$ cat src/rtl/pc_redirect_ctrl_if.sv
// PC-redirect control bus: pipeline/interrupt inputs and PC-register control outputs.
interface pc_redirect_ctrl_if;
  logic [15:0] arch_pc;
  logic        br_valid;
  logic [15:0] br_target;
  logic        nmi;
  logic        int_req;
  logic        ei;
  logic        di;
  logic        retn;
  logic        fetch_stall;
  logic        pc_update;
  logic [15:0] target_pc;
  logic        pipe_stall;
  logic        flush;
  logic        int_ack;
  logic        int_is_nmi;
  logic [15:0] ret_pc;
  logic        iff1;
  logic        iff2;

  modport slave (
    input  arch_pc, br_valid, br_target, nmi, int_req, ei, di, retn, fetch_stall,
    output pc_update, target_pc, pipe_stall, flush, int_ack, int_is_nmi, ret_pc, iff1, iff2
  );

  modport master (
    output arch_pc, br_valid, br_target, nmi, int_req, ei, di, retn, fetch_stall,
    input  pc_update, target_pc, pipe_stall, flush, int_ack, int_is_nmi, ret_pc, iff1, iff2
  );
endinterface

$ cat src/rtl/pc_redirect_ctrl.sv
// Sequences branch redirects and NMI/IM1 interrupt entry for the PC register,
// owning IFF1/IFF2 and capturing the return PC.
module pc_redirect_ctrl #(
  parameter logic [15:0] NMI_VEC      = 16'h0066,
  parameter logic [15:0] INT_VEC      = 16'h0038,
  parameter int unsigned DRAIN_CYCLES = 3
) (
  input logic               clk_i,
  input logic               rst_i,
  pc_redirect_ctrl_if.slave bus
);

  localparam int unsigned CNT_W = 3;

  typedef enum logic [1:0] {IDLE, DRAIN, VECTOR} state_e;

  state_e           state_q, state_d;
  logic [CNT_W-1:0] cnt_q, cnt_d;
  logic             kind_q, kind_d;
  logic             nmi_d_q;
  logic             nmi_pend_q, nmi_pend_d;
  logic             ei_block_q;
  logic [15:0]      ret_pc_q, ret_pc_d;
  logic             iff1_q, iff1_d;
  logic             iff2_q, iff2_d;

  logic nmi_edge, nmi_req, int_take, accept, vec_go;

  // An edge in the accept cycle counts as pending so NMI keeps priority over INT.
  assign nmi_edge = bus.nmi & ~nmi_d_q;
  assign nmi_req  = nmi_pend_q | nmi_edge;
  assign int_take = bus.int_req & iff1_q & ~ei_block_q & ~bus.ei & ~bus.di;
  assign accept   = (state_q == IDLE) & (nmi_req | int_take) & ~bus.fetch_stall;
  assign vec_go   = (state_q == VECTOR) & ~bus.fetch_stall;

  // Zero-latency PC-register controls, forced low while reset is held.
  always_comb begin
    bus.pc_update  = 1'b0;
    bus.target_pc  = 16'h0000;
    bus.pipe_stall = 1'b0;
    bus.flush      = 1'b0;
    bus.int_ack    = 1'b0;
    bus.int_is_nmi = 1'b0;
    if (!rst_i) begin
      unique case (state_q)
        IDLE: begin
          bus.pc_update  = bus.br_valid;
          bus.target_pc  = bus.br_valid ? bus.br_target : 16'h0000;
          bus.pipe_stall = bus.fetch_stall;
        end
        DRAIN: begin
          bus.pipe_stall = 1'b1;
          bus.pc_update  = bus.br_valid;
          bus.target_pc  = bus.br_valid ? bus.br_target : 16'h0000;
        end
        VECTOR: begin
          bus.pc_update  = 1'b1;
          bus.target_pc  = kind_q ? NMI_VEC : INT_VEC;
          bus.pipe_stall = bus.fetch_stall;
          bus.flush      = ~bus.fetch_stall;
          bus.int_ack    = ~bus.fetch_stall;
          bus.int_is_nmi = ~bus.fetch_stall & kind_q;
        end
        default: ;
      endcase
    end
  end

  // Next-state logic.
  always_comb begin
    state_d    = state_q;
    cnt_d      = cnt_q;
    kind_d     = kind_q;
    ret_pc_d   = ret_pc_q;
    nmi_pend_d = nmi_pend_q | nmi_edge;
    iff1_d     = iff1_q;
    iff2_d     = iff2_q;

    if (bus.retn) iff1_d = iff2_q;
    if (bus.ei) begin
      iff1_d = 1'b1;
      iff2_d = 1'b1;
    end
    if (bus.di) begin
      iff1_d = 1'b0;
      iff2_d = 1'b0;
    end

    unique case (state_q)
      IDLE: begin
        if (accept) begin
          kind_d   = nmi_req;
          ret_pc_d = bus.br_valid ? bus.br_target : bus.arch_pc;
          cnt_d    = CNT_W'(DRAIN_CYCLES - 1);
          state_d  = DRAIN;
        end
      end
      DRAIN: begin
        if (bus.br_valid) ret_pc_d = bus.br_target;
        if (cnt_q == '0) state_d = VECTOR;
        else             cnt_d   = cnt_q - CNT_W'(1);
      end
      VECTOR: begin
        if (vec_go) begin
          if (kind_q) begin
            iff2_d     = iff1_q;
            iff1_d     = 1'b0;
            nmi_pend_d = nmi_edge;
          end else begin
            iff1_d = 1'b0;
            iff2_d = 1'b0;
          end
          state_d = IDLE;
        end
      end
      default: state_d = IDLE;
    endcase
  end

  always_ff @(posedge clk_i or posedge rst_i) begin
    if (rst_i) begin
      state_q    <= IDLE;
      cnt_q      <= '0;
      kind_q     <= 1'b0;
      nmi_d_q    <= 1'b0;
      nmi_pend_q <= 1'b0;
      ei_block_q <= 1'b0;
      ret_pc_q   <= 16'h0000;
      iff1_q     <= 1'b0;
      iff2_q     <= 1'b0;
    end else begin
      state_q    <= state_d;
      cnt_q      <= cnt_d;
      kind_q     <= kind_d;
      nmi_d_q    <= bus.nmi;
      nmi_pend_q <= nmi_pend_d;
      ei_block_q <= bus.ei;
      ret_pc_q   <= ret_pc_d;
      iff1_q     <= iff1_d;
      iff2_q     <= iff2_d;
    end
  end

  assign bus.ret_pc = ret_pc_q;
  assign bus.iff1   = iff1_q;
  assign bus.iff2   = iff2_q;

endmodule

$ cat src/flat_wrapper.sv
// flat-port wrapper written by rule: the top's interface ports become plain ports
module pc_redirect_ctrl_flat 
#(
  parameter logic [15:0] NMI_VEC      = 16'h0066,
  parameter logic [15:0] INT_VEC      = 16'h0038,
  parameter int unsigned DRAIN_CYCLES = 3
)
  (clk_i, rst_i, bus_arch_pc, bus_br_valid, bus_br_target, bus_nmi, bus_int_req, bus_ei, bus_di, bus_retn, bus_fetch_stall, bus_pc_update, bus_target_pc, bus_pipe_stall, bus_flush, bus_int_ack, bus_int_is_nmi, bus_ret_pc, bus_iff1, bus_iff2);
  pc_redirect_ctrl_if bus_i ();
  input logic clk_i;
  input logic rst_i;
  input wire logic [$bits(bus_i.arch_pc)-1:0] bus_arch_pc;
  input wire logic [$bits(bus_i.br_valid)-1:0] bus_br_valid;
  input wire logic [$bits(bus_i.br_target)-1:0] bus_br_target;
  input wire logic [$bits(bus_i.nmi)-1:0] bus_nmi;
  input wire logic [$bits(bus_i.int_req)-1:0] bus_int_req;
  input wire logic [$bits(bus_i.ei)-1:0] bus_ei;
  input wire logic [$bits(bus_i.di)-1:0] bus_di;
  input wire logic [$bits(bus_i.retn)-1:0] bus_retn;
  input wire logic [$bits(bus_i.fetch_stall)-1:0] bus_fetch_stall;
  output wire logic [$bits(bus_i.pc_update)-1:0] bus_pc_update;
  output wire logic [$bits(bus_i.target_pc)-1:0] bus_target_pc;
  output wire logic [$bits(bus_i.pipe_stall)-1:0] bus_pipe_stall;
  output wire logic [$bits(bus_i.flush)-1:0] bus_flush;
  output wire logic [$bits(bus_i.int_ack)-1:0] bus_int_ack;
  output wire logic [$bits(bus_i.int_is_nmi)-1:0] bus_int_is_nmi;
  output wire logic [$bits(bus_i.ret_pc)-1:0] bus_ret_pc;
  output wire logic [$bits(bus_i.iff1)-1:0] bus_iff1;
  output wire logic [$bits(bus_i.iff2)-1:0] bus_iff2;
  assign bus_i.arch_pc = bus_arch_pc;
  assign bus_i.br_valid = bus_br_valid;
  assign bus_i.br_target = bus_br_target;
  assign bus_i.nmi = bus_nmi;
  assign bus_i.int_req = bus_int_req;
  assign bus_i.ei = bus_ei;
  assign bus_i.di = bus_di;
  assign bus_i.retn = bus_retn;
  assign bus_i.fetch_stall = bus_fetch_stall;
  assign bus_pc_update = bus_i.pc_update;
  assign bus_target_pc = bus_i.target_pc;
  assign bus_pipe_stall = bus_i.pipe_stall;
  assign bus_flush = bus_i.flush;
  assign bus_int_ack = bus_i.int_ack;
  assign bus_int_is_nmi = bus_i.int_is_nmi;
  assign bus_ret_pc = bus_i.ret_pc;
  assign bus_iff1 = bus_i.iff1;
  assign bus_iff2 = bus_i.iff2;
  pc_redirect_ctrl #(.NMI_VEC(NMI_VEC), .INT_VEC(INT_VEC), .DRAIN_CYCLES(DRAIN_CYCLES)) u_core (.clk_i(clk_i), .rst_i(rst_i), .bus(bus_i));
endmodule
$ cat config.mk
export PLATFORM = sky130hd
export DESIGN_NAME = pc_redirect_ctrl_flat
export DESIGN_NICKNAME = d
export VERILOG_FILES = /design/src/rtl/pc_redirect_ctrl_if.sv /design/src/rtl/pc_redirect_ctrl.sv /design/src/flat_wrapper.sv
export SDC_FILE = /design/constraint.sdc
export NUM_CORES = 1
export LEC_CHECK = 0
export CAP_MARGIN = 20
export CORE_MARGIN = 2
export CORE_UTILIZATION = 40
export DETAILED_ROUTE_END_ITERATION = 8
export PLACE_DENSITY = 0.81
export SKIP_CTS_REPAIR_TIMING = 1
export SYNTH_ARGS = -nofsm -noshare
export SYNTH_HDL_FRONTEND = slang
export SYNTH_SLANG_ARGS = --single-unit
$ cat constraint.sdc
create_clock -name clk_i -period 2.15 [get_ports clk_i]
set_input_delay 0.215 -clock clk_i [delete_from_list [all_inputs] [get_ports clk_i]]
set_output_delay 0.215 -clock clk_i [all_outputs]
set_load 0.1 [all_outputs]
==> results <==
worst max-delay path by stage:
stage	start	endpoint	slack (ps)	depth (start not counted)
global route	bus_br_valid	bus_target_pc[2]	90	6
global placement	bus_br_valid	bus_target_pc[6]	250	6
detailed placement	bus_fetch_stall	u_core.bus.ret_pc[0]	170	6
CTS	bus_br_valid	bus_target_pc[2]	170	6
floorplan	u_core.state_q[0]	bus_int_is_nmi	-320	3
finish	bus_br_valid	bus_target_pc[2]	160	6
worst max-delay path, delay by kind of cell:
| family | cells | cell delay [ps] |
|---|---|---|
| buf+inv | 3 | 1000 |
| simple gates | 2 | 320 |
| compound gates | 1 | 220 |
placed cells by master (no fill, tap or decap), drive strengths merged:
cell,netlist,final
o31ai,1,1
and3,10,10
ha,2,2
buf,3,47
mux2i,2,2
nor2,10,10
a211oi,1,1
nor2b,5,5
nand2b,3,3
nor3,3,3
xor2,1,1
and2b,1,1
dfrtp,27,27
o21ai,1,1
a21oi,7,7
clkinv,0,1
nand3,3,3
a21o,2,2
and2,1,1
a32o,1,1
mux2,33,33
nand2,10,10
clkbuf,3,3
clkdlybuf4s50,0,40
nand4,1,1
inv,4,4
sequential cells by signal, indices dropped and copies added, names as in the netlist:
name,flops
u_core.state_q,2
u_core.cnt_q,3
u_core.bus.iff2,1
u_core.bus.ret_pc,16
u_core.bus.iff1,1
u_core.kind_q,1
u_core.ei_block_q,1
u_core.nmi_pend_q,1
u_core.nmi_d_q,1
Yosys cell counts (all sizes together), types with 2 or more instances:
library cell  number
dfrtp             27
mux2i              2
clkbuf             3
nand3              3
ha                 2
nand2b             3
a21oi              7
nor2              10
nand2             10
buf                3
nor2b              5
mux2              33
inv                4
a21o               2
nor3               3
and3              10
through the flow:
step                area, um^2  hold slack, ps
finish                    2700             409
floorplan                 1600             246
global route              2700             428
detailed placement        2660             470
global placement          2660             461
CTS                       2700             420
power by group through the flow:
stage	logic (W)	clock network, W	registers [W]
6_report	0.00314	0.000295	0.000873
5_1_grt	0.00325	0.000322	0.000898
4_1_cts	0.00316	0.000304	0.000870
3_5_place_dp	0.00315	0	0.000878
3_3_place_gp	0.00310	0	0.000874
2_1_floorplan	0.00121	0	0.00202
kinds of logic (layout without fill, tap and decap cells):
logic type	after synthesis	in the layout	share of synthesized area [%]
flops	27	27	43.2
buf+inv	10	95	3.60
compound gates	13	13	5.12
xor+xnor	1	1	0.560
simple gates	47	47	16.1
fa+ha+maj	2	2	1.60
mux	35	35	29.8
layer usage:
layer / part of all wire [%] / GRT usage [%] / vias up
li1: - / - / 641
met1: 41 / 25.1 / 664
met2: 49 / 36.3 / 62
met3: 8.1 / 4.05 / 7
met4: 1.8 / 8.42 / 0
met5: 0 / 0 / -
final cells by class:
class / count / area share [%]
clock buffer: 3 / 1.53
clock inverter: 1 / 0.185
inverter: 4 / 0.556
multi-input combinational: 98 / 32.0
sequential: 27 / 25.0
tap: 48 / 2.22
timing repair buffer: 87 / 38.5
==> metrics.cfg <==
[run_status]
status=completed

[synth]
syn-num-nets=178
synth-main-ff-cell=dfrtp_1
yosys_warnings=0
synth_edf_count=0
yosysTopAreaCell=dfrtp_1
netlist.area_leader.share_pct=43.2
synth_async_sr_flop_share_pct=100
synth-seq-cells=27
syn_area_um2=1570
avgSynthCellArea_um2=11.6
synthTopCellsByArea=dfrtp_1, mux2_4, mux2_2, and3_1, nand2_1
ys_types=29
netlist_instances=135
ys_seq_area_share_pct=43.2

[cts]
clock_sinks=27
clk_latency_ps=280
cts_root_buf=clkbuf_8
cts_tree=built
clk_pin_slew_ps=90
cts.htree.levels=1
numCtsBuffers=3
clockBufferDepth=2

[timing]
worst_pin_slew_ps=299
fin_crit_sh_pct=92.4
rsz0062_at_grt=no
finalSetupViolCount=0
finalSetupTns_ps=0
min_period_ps=1990
slew_headroom_pct=80.0
hold_viol=0
setup_slack_ps=164
maxSlewViolCount=0
fin_skew_ps=5.18
clock.fmax_mhz=504

[floorplan]
dieHeight_um=66.6
die_area_um2=4430
start_util_pct=42.1
ios=80
die-width_um=66.6
rows=22
design.core.area_um2=3720

[layout]
final_nets=264
final_cells=268
drive_gt1_share_pct=42.3
fill_cells=251
antenna_cells=0
syn_to_final_growth_pct=72.6
multi_input_area_um2=863
regArea_um2=676
utilization_pct=72.7

[pwr]
power.internal_w=0.00191
p_sw_w=0.00240
p_comb_share_pct=72.9
seq_power_share_pct=20.3
pwr-share-clk_pct=6.8
swShare_pct=55.6
p_leak_nw=1.23
p_total_w=0.00431
peakVddDrop_v=0.000685
power.density_nw_per_um2=1590

[place]
place_congestion=0.784
place_ws_ps=165
portBuffers=79
dp_hpwl_um=3400
dpl.cell_count=264

[setup_path]
crit_path_max_incr_delay_ps=570
worst_setup_path_start_kind=input port
crit_chain=clkdlybuf4s50_1, nor2b_1, buf_4, nand2_1, a21oi_2, buf_12
reg2reg_slack_ps=340
arrival_ps=1770
regToRegEndpoint=u_core.bus.ret_pc[0]
r2r-start=u_core.state_q[0]
cp.required_ps=1930
reg2regPathDepth=5
critPathSlowestCell=clkdlybuf4s50_1
path_class=input port to primary output
cp-end-kind=primary output
worstPathMaxFanout=15

[routing]
vias=1374
drtIter0Drc=26
wl_per_cell_um=16.0
postRouteAntennaNets=0
first_pass_iters=4
via_per_inst=5.13
drc=0
routed_wl_um=4290

[global_route]
antenna_found_initial=0
grt_overflow_total=0
grt_pass1_vias=1484
grtUsageTotal_pct=20.8
grt_max_degree=25
grt_pass1_wl_um=6910

[hold_path]
min_delay_path_depth=1
worst_hold_path_type=input port to flip-flop
hp-start=bus_nmi
hold_path_end=u_core.nmi_d_q

[job]
maxCapViolCount=0

(Power assumes the default switching activity.)
